===== src/rtl/serial_parity_rx.sv =====
// Serial-to-parallel receiver: shifts in WIDTH data bits LSB first, then one
// parity bit, and presents the word with a parity-error flag over valid/ready.
module serial_parity_rx #(
    parameter int unsigned WIDTH      = 8,
    parameter bit          ODD_PARITY = 1'b0
) (
    input  logic             clk,
    input  logic             rst,
    input  logic             clr,
    input  logic             in_bit,
    input  logic             in_valid,
    output logic             in_ready,
    output logic [WIDTH-1:0] out_data,
    output logic             out_parity,
    output logic             out_err,
    output logic             out_valid,
    input  logic             out_ready
);

    localparam int unsigned CW = (WIDTH > 1) ? $clog2(WIDTH) : 1;
    localparam logic [CW-1:0] LAST_CNT = CW'(WIDTH - 1);

    typedef enum logic [1:0] {
        S_DATA = 2'd0,
        S_PAR  = 2'd1,
        S_HOLD = 2'd2
    } state_t;

    state_t           state_q;
    logic [CW-1:0]    cnt_q;
    logic [WIDTH-1:0] sr_q;
    logic             acc_q;
    logic             in_ready_q;
    logic [WIDTH-1:0] out_data_q;
    logic             out_parity_q;
    logic             out_err_q;
    logic             out_valid_q;
    logic             accept_c;

    assign accept_c   = in_valid & in_ready_q;

    assign in_ready   = in_ready_q;
    assign out_data   = out_data_q;
    assign out_parity = out_parity_q;
    assign out_err    = out_err_q;
    assign out_valid  = out_valid_q;

    // Frame FSM; in_ready is registered and only drops while a word is held.
    always_ff @(posedge clk) begin
        if (rst) begin
            state_q      <= S_DATA;
            cnt_q        <= '0;
            sr_q         <= '0;
            acc_q        <= 1'b0;
            in_ready_q   <= 1'b1;
            out_data_q   <= '0;
            out_parity_q <= 1'b0;
            out_err_q    <= 1'b0;
            out_valid_q  <= 1'b0;
        end else if (clr) begin
            // Abort wins over any bit presented this cycle; a held word is dropped.
            state_q    <= S_DATA;
            cnt_q      <= '0;
            sr_q       <= '0;
            acc_q      <= 1'b0;
            in_ready_q <= 1'b1;
            if (state_q == S_HOLD) begin
                out_valid_q <= 1'b0;
            end
        end else begin
            case (state_q)
                S_DATA: begin
                    if (accept_c) begin
                        sr_q  <= {in_bit, sr_q[WIDTH-1:1]};
                        acc_q <= acc_q ^ in_bit;
                        if (cnt_q == LAST_CNT) begin
                            cnt_q   <= '0;
                            state_q <= S_PAR;
                        end else begin
                            cnt_q <= cnt_q + CW'(1);
                        end
                    end
                end
                S_PAR: begin
                    if (accept_c) begin
                        out_data_q   <= sr_q;
                        out_parity_q <= in_bit;
                        out_err_q    <= (acc_q ^ ODD_PARITY) != in_bit;
                        out_valid_q  <= 1'b1;
                        in_ready_q   <= 1'b0;
                        sr_q         <= '0;
                        acc_q        <= 1'b0;
                        state_q      <= S_HOLD;
                    end
                end
                S_HOLD: begin
                    if (out_valid_q && out_ready) begin
                        out_valid_q <= 1'b0;
                        in_ready_q  <= 1'b1;
                        state_q     <= S_DATA;
                    end
                end
                default: begin
                    state_q    <= S_DATA;
                    in_ready_q <= 1'b1;
                end
            endcase
        end
    end

endmodule


===== config.mk =====
export PLATFORM = sky130hd
export DESIGN_NAME = serial_parity_rx
export DESIGN_NICKNAME = d
export VERILOG_FILES = /design/src/rtl/serial_parity_rx.sv
export SDC_FILE = /design/constraint.sdc
export NUM_CORES = 1
export LEC_CHECK = 0
export CAP_MARGIN = 20
export CELL_PAD_IN_SITES_DETAIL_PLACEMENT = 0
export CELL_PAD_IN_SITES_GLOBAL_PLACEMENT = 2
export CORE_ASPECT_RATIO = 0.8
export CORE_MARGIN = 10
export CORE_UTILIZATION = 31
export DETAILED_ROUTE_END_ITERATION = 16
export PLACE_DENSITY_LB_ADDON = 0.12
export SYNTH_ARGS = -nofsm -noshare
export SYNTH_HDL_FRONTEND = slang
export SYNTH_SLANG_ARGS = --single-unit

===== constraint.sdc =====
create_clock -name clk -period 1.8 [get_ports clk]
set_input_delay 0.18 -clock clk [delete_from_list [all_inputs] [get_ports clk]]
set_output_delay 0.18 -clock clk [all_outputs]
set_load 0.01 [all_outputs]

==> reports/results.tsv, run 1 <==
stage	metric	value	unit
route	wl	2890	microns
sta	fmax	614	MHz
power_and_ir_drop	intPower	0.754	mW
global_routing	overflow	0	
route	wl_per_cell	13.4	microns
floorplan	pin_count	18	
synthesis	synth_cells	140	
clock_network	cts_root_buffer	clkbuf_8	
synthesis	synthTopCellsByArea	dfxtp_1, a21oi_1, ha_1, nand2_1, nand4_1	
synthesis	syn_area_per_cell	8.71	sq um
clock_network	cts_buffer_depth	2	
sta	tightest_slew	499	ps
worst_setup_path	cpPeakStageDelay	350	ps
synthesis	synth_fp_nets	154	
power_and_ir_drop	switching_share	21.5	%
sta	setup_slack	173	ps
route	drt_iter0_markers	34	
power_and_ir_drop	p_seq_share	60.4	%
global_routing	grt_use_met2	13.3	%
sta	max_slew_margin	66.5	%
floorplan	dieWidth	90.1	microns
cells_and_area	fin_nets	176	
worst_setup_path	cp_slowest_cell	dfxtp_1	
placed_design	gp_congestion	0.732	
cells_and_area	drive_gt1_share	9.38	%
sta	fin_tns_setup	0	ps
route	drc	0	
worst_setup_path	cp.arrival	1830	ps
synthesis	synthTopCellsByCount	dfxtp_1, a21oi_1, nand2_1, nand4_1	
power_and_ir_drop	comb_power_share	6.1	%
floorplan	coreArea	3800	sq um
placed_design	port_buffers	17	
cells_and_area	diodes	0	
route	ant_nets	0	
clock_network	clk_latency	260	ps
sta	fin_crit_sh	90.4	%
synthesis	syn_area	1220	sq um
synthesis	synthFlopType	dfxtp_1	
global_routing	grt_pass1_wl	4970	microns
worst_setup_path	path_buf_inv	2	
sta	post-route-min-period	1630	ps
global_routing	grt_pass1_vias	1006	
worst_setup_path	worstPathMaxFanout	6	
floorplan	die_area	6860	sq um
sta	finalHoldViolations	0	
floorplan	initial_core_util	32.1	%
placed_design	pre_cts_slack	211	ps
sta	report.final.slew_viol_count	0	
power_and_ir_drop	p_sw	0.207	mW
status	status	finished, final reports clean	
worst_setup_path	startpoint_type	flip-flop	
global_routing	grtUsageMet3	3.35	%
synthesis	synth_seq_cells	26	
job	cap_violations	0	
synthesis	synth_most_common_cell	dfxtp_1	
clock_network	clk_pin_slew_worst_paths	80	ps
clock_network	cts_max_level	1	
clock_network	cts_sinks	26	
synthesis	synth_edf_count	0	
placed_design	dp_hpwl	2160	microns
sta	skew	4.11	ps
worst_setup_path	cp.required	2000	ps
clock_network	cts_buffers	3	
route	firstDrtPassIters	4	
route	vias_per_cell	4.90	
sta	setup_viol	0	
power_and_ir_drop	pwr-share-clk	33.5	%
synthesis	ys_async_sr_fraction	0	%
floorplan	rows	20	
min_path	hold_path_class	flip-flop to flip-flop	
global_routing	grt_usage	8.57	%
worst_setup_path	crit_path_end_kind	flip-flop	
synthesis	synth.lib_cells_used.distinct	33	
global_routing	top_usage_layer	met2	
global_routing	use_met1	10.9	%
global_routing	grt_max_degree	14	
floorplan	die_y	76.1	microns
worst_setup_path	worstSetupPathType	flip-flop to flip-flop	
worst_setup_path	path_delay_family	simple AND/OR/NAND/NOR gates	
synthesis	yosysWarnings	0	
sta	grt_setup_unrepaired	no	
synthesis	seq_area_frac_synth	42.7	%
cells_and_area	fillerInstances	410	
power_and_ir_drop	power_density	628	nW/um^2
global_routing	grt_antenna_before_repair	0	
synthesis	yosysTopAreaCell	dfxtp_1	
route	vias	1054	
worst_setup_path	crit_chain	inv_1, ha_1, buf_4, nand3_1, or3_1, a21oi_1	
cells_and_area	syn_to_final_growth	25.4	%
clock_network	cts_tree	yes	
power_and_ir_drop	ir_drop	335	uV
power_and_ir_drop	power.leakage	0.511	nW
synthesis	synth_top_area_share	42.7	%
-- cells in the final DEF (no fill, tap or decap), types with 2 or more instances in the layout --
master / count
a21oi_1: 22
buf_4: 7
clkbuf_8: 3
clkdlybuf4s50_1: 17
dfxtp_1: 26
ha_1: 8
inv_1: 5
nand2_1: 21
nand2b_1: 2
nand3_1: 3
nand4_1: 10
nand4b_1: 2
nor2_1: 4
o21ai_0: 8
o31ai_1: 4
-- final timing paths --
path | start | end | slack (ps) | cells past startpoint
max | state_q[0]$_SDFFE_PP0P_ | cnt_q[0]$_SDFFE_PP0P_ | 170 | 6
min | sr_q[0]$_SDFFE_PP0P_ | out_data[0]$_SDFFE_PP0P_ | 450 | 2
max reg2reg | state_q[0]$_SDFFE_PP0P_ | cnt_q[0]$_SDFFE_PP0P_ | 170 | 6
min reg2reg | sr_q[0]$_SDFFE_PP0P_ | out_data[0]$_SDFFE_PP0P_ | 450 | 2
-- tightest hold or removal path, delay by kind of cell, from the launching register on --
| kind | cells | cell delay [ps] |
|---|---|---|
| AO/OA/AOI/OAI | 1 | 50 |
| flip-flops | 1 | 320 |
| AND/OR/NAND/NOR | 1 | 50 |
-- metrics by stage --
step | instances | hold WS, ps | util [%] | total power [mW] | instance area, sq um
finish | 215 | 452 | 40.2 | 0.961 | 1530
detailed placement | 212 | 448 | 38.8 | 0.652 | 1480
global placement | 212 | 441 | 38.8 | 0.651 | 1480
CTS | 215 | 460 | 39.9 | 0.981 | 1520
global route | 215 | 481 | 40.2 | 1.01 | 1530
floorplan | 140 | 316 | - | 0.624 | 1220
-- layer usage --
| layer | routed length (microns) | part of all wire [%] |
|---|---|---|
| met1 | 1490 | 52 |
| met2 | 1230 | 43 |
| met3 | 147 | 5.1 |
| met4 | 19 | 0.66 |
| met5 | 0 | 0 |
-- final cells by class --
| class | instances | area [sq um] | share of cell area [%] |
|---|---|---|---|
| multi-input combinational | 101 | 638 | 41.7 |
| sequential | 26 | 520 | 34.0 |
| timing repair buffer | 25 | 243 | 15.9 |
| tap | 55 | 68.8 | 4.50 |
| clock buffer | 3 | 41.3 | 2.70 |
| inverter | 5 | 18.8 | 1.23 |
-- cells by family after synthesis --
| logic type | share of synthesized area (%) |
|---|---|
| AND/OR/NAND/NOR | 19.4 |
| buffers and inverters | 5.95 |
| multiplexers | 0.923 |
| adder cells (fa/ha/maj) | 8.21 |
| flip-flops | 42.7 |
| XOR/XNOR | 0.718 |
| AO/OA/AOI/OAI | 22.2 |
-- what timing repair did --
action | 4_1_cts | 5_1_grt
buffers inserted | 0 | 0
endpoints found under the hold margin | 0 | 0
setup endpoints to repair | 0 | 1
hold buffers | 0 | 0
resized for setup | 0 | 1
-- flip-flops by register name, summed over array words and instances, names as in the netlist --
signal and cells:
out_err 1, out_valid 1, cnt_q 3, out_data 8, out_parity 1, acc_q 1, state_q 2, in_ready 1
sr_q 8
-- power by group through the flow --
stage	Sequential, mW	Combinational [mW]	Clock (mW)
2_1_floorplan	0.593	0.0314	0
3_3_place_gp	0.593	0.0579	0
3_5_place_dp	0.594	0.0586	0
4_1_cts	0.580	0.0589	0.342
5_1_grt	0.581	0.0642	0.364
6_report	0.580	0.0586	0.322
(Power assumes the default switching activity.)
==> inputs of run 2 (changes only) <==
CORE_UTILIZATION = 28   (was 31)
clock period = 1.3 ns   (was 1.8 ns; I/O delays follow)
==> reports/results.tsv, run 2 (synthesized netlist as in run 1, its figures left out) <==
stage	metric	value	unit
floorplan	dieWidth	93.8	microns
sta	finalHoldViolations	0	
placed_design	gp_congestion	0.713	
sta	skew	3.69	ps
sta	max_slew_margin	82.1	%
cells_and_area	final_common_cell	dfxtp_1	
power_and_ir_drop	power.leakage	0.749	nW
placed_design	dp_hpwl	2440	microns
floorplan	die_y	79.0	microns
sta	grt_setup_unrepaired	yes	
floorplan	die_area	7410	sq um
route	vias	1195	
placed_design	placed_area	1600	sq um
clock_network	cts_root_buffer	clkbuf_8	
route	ant_nets	0	
worst_setup_path	regToRegStartpoint	state_q[0]$_SDFFE_PP0P_	
worst_setup_path	crit_path_end_kind	flip-flop	
global_routing	grt_antenna_before_repair	0	
sta	fmax	738	MHz
worst_setup_path	r2r-end	acc_q$_SDFFE_PP0P_	
worst_setup_path	r2r_cells	6	
sta	report.final.slew_viol_count	0	
min_path	worstHoldEndpoint	out_data[4]$_SDFFE_PP0P_	
power_and_ir_drop	power_density	725	nW/um^2
sta	tightest_slew	266	ps
route	drt_iter0_markers	62	
worst_setup_path	ff2ff_setup_slack	-60	ps
clock_network	clk_pin_slew_worst_paths	90	ps
floorplan	pin_count	18	
global_routing	grt_pass1_wl	5380	microns
clock_network	cts_max_level	1	
power_and_ir_drop	ir_drop	439	uV
global_routing	grt_pass1_vias	1090	
route	vias_per_cell	5.04	
route	wl_per_cell	14.6	microns
route	firstDrtPassIters	4	
sta	post-route-min-period	1360	ps
cells_and_area	syn_to_final_growth	53.4	%
worst_setup_path	cp.arrival	1510	ps
sta	setup_viol	7	
min_path	hold_path_class	flip-flop to flip-flop	
cells_and_area	diodes	0	
global_routing	grt_max_degree	14	
sta	fin_crit_sh	104	%
floorplan	coreArea	4200	sq um
clock_network	cts_buffers	3	
floorplan	rows	21	
worst_setup_path	cp_slowest_cell	dfxtp_4	
global_routing	overflow	0	
min_path	whs_path_depth	2	
global_routing	grt_usage	8.91	%
worst_setup_path	worstSetupPathType	flip-flop to flip-flop	
route	wl	3470	microns
clock_network	cts_buffer_depth	2	
route	drc	0	
worst_setup_path	cp.required	1450	ps
floorplan	initial_core_util	29.0	%
job	cap_violations	0	
clock_network	ctsHoldBuffers	0	
min_path	hp-start	out_data[4]$_SDFFE_PP0P_	
clock_network	clk_latency	270	ps
placed_design	port_buffers	17	
status	status	finished with violations	
cells_and_area	fin_nets	196	
sta	fin_tns_setup	-166	ps
clock_network	cts_sinks	26	
cells_and_area	final_cell_mix	dfxtp_1, nand2_1, a21oi_1, buf_4, nand4_1	
sta	setup_slack	-55.2	ps
placed_design	pre_cts_slack	-140	ps
cells_and_area	final_area	1870	sq um
worst_setup_path	crit_chain	inv_4, ha_4, nor2_1, buf_4, o311ai_2, o31ai_1	
cells_and_area	drive_gt1_share	33.3	%
worst_setup_path	cpPeakStageDelay	380	ps
worst_setup_path	worstPathMaxFanout	10	
worst_setup_path	startpoint_type	flip-flop	
clock_network	cts_tree	yes	
status	violations	setup timing	
[run 2: cell count changes in the layout (fill, tap and decap cells not counted), sizes merged]
cell           previous run  this run
a2bb2oi                   1         2
dlygate4sd2               0         6
dlymetal6s2s              0         4
buf                       8        27
clkdlybuf4s50            17         7
[run 2: stage by stage]
stage | utilization (%) | total power, mW | hold slack [ps] | instances
3_3_place_gp | 38.0 | 0.918 | 445 | 226
5_1_grt | 44.5 | 1.42 | 476 | 237
6_report | 44.5 | 1.36 | 456 | 237
3_5_place_dp | 38.0 | 0.918 | 446 | 226
4_1_cts | 40.4 | 1.38 | 460 | 232
2_1_floorplan | - | 0.865 | 266 | 140
[run 2: critical path, delay by kind of cell (launching register included)]
kind                       cells  cell delay (ps)
DFF                            1              380
buffers and inverters          2              240
AOI/OAI and AO/OA              2              350
and+or+nand+nor                1               60
adders and majority gates      1              210
[run 2: power by group]
group	internal [mW]	total [mW]	switching (mW)
Combinational	0.0535	0.111	0.0571
Clock	0.207	0.446	0.238
Sequential	0.798	0.801	0.00358
[run 2: area by class of cell]
class	instances	area, sq um
clock buffers	3	41.3
well taps	57	71.3
inverters	5	23.8
fillers	434	2330
repair buffers	44	420
flip-flops and latches	26	527
multi-input cells	102	788
[run 2: worst max-delay path by stage]
stage,endpoint,start,cells past startpoint
2_1_floorplan,state_q[0]$_SDFFE_PP0P_,state_q[1]$_SDFFE_PP0P_,7
3_3_place_gp,sr_q[3]$_SDFFE_PP0P_,clr,4
3_5_place_dp,cnt_q[2]$_SDFFE_PP0P_,clr,4
4_1_cts,state_q[0]$_SDFFE_PP0P_,state_q[1]$_SDFFE_PP0P_,6
5_1_grt,acc_q$_SDFFE_PP0P_,state_q[0]$_SDFFE_PP0P_,6
6_report,acc_q$_SDFFE_PP0P_,state_q[0]$_SDFFE_PP0P_,6
[run 2: per-layer routing]
| layer | global-route usage, % | wire (microns) |
|---|---|---|
| met4 | 1.36 | 15 |
| met1 | 11.8 | 1710 |
| met3 | 2.73 | 178 |
| met2 | 14.1 | 1560 |
| met5 | 0 | 0 |
[run 2: repair_timing]
action	4_1_cts	5_1_grt
gates resized for setup	19	34
setup endpoints to repair	30	28
pin swaps	8	19
buffers inserted	1	4
cloned	2	1
==> inputs of run 3 (changes only) <==
ABC_AREA = 0   (was unset)
==> results of run 3 <==
Final layout, timing and power as in run 2 (identical DEF).
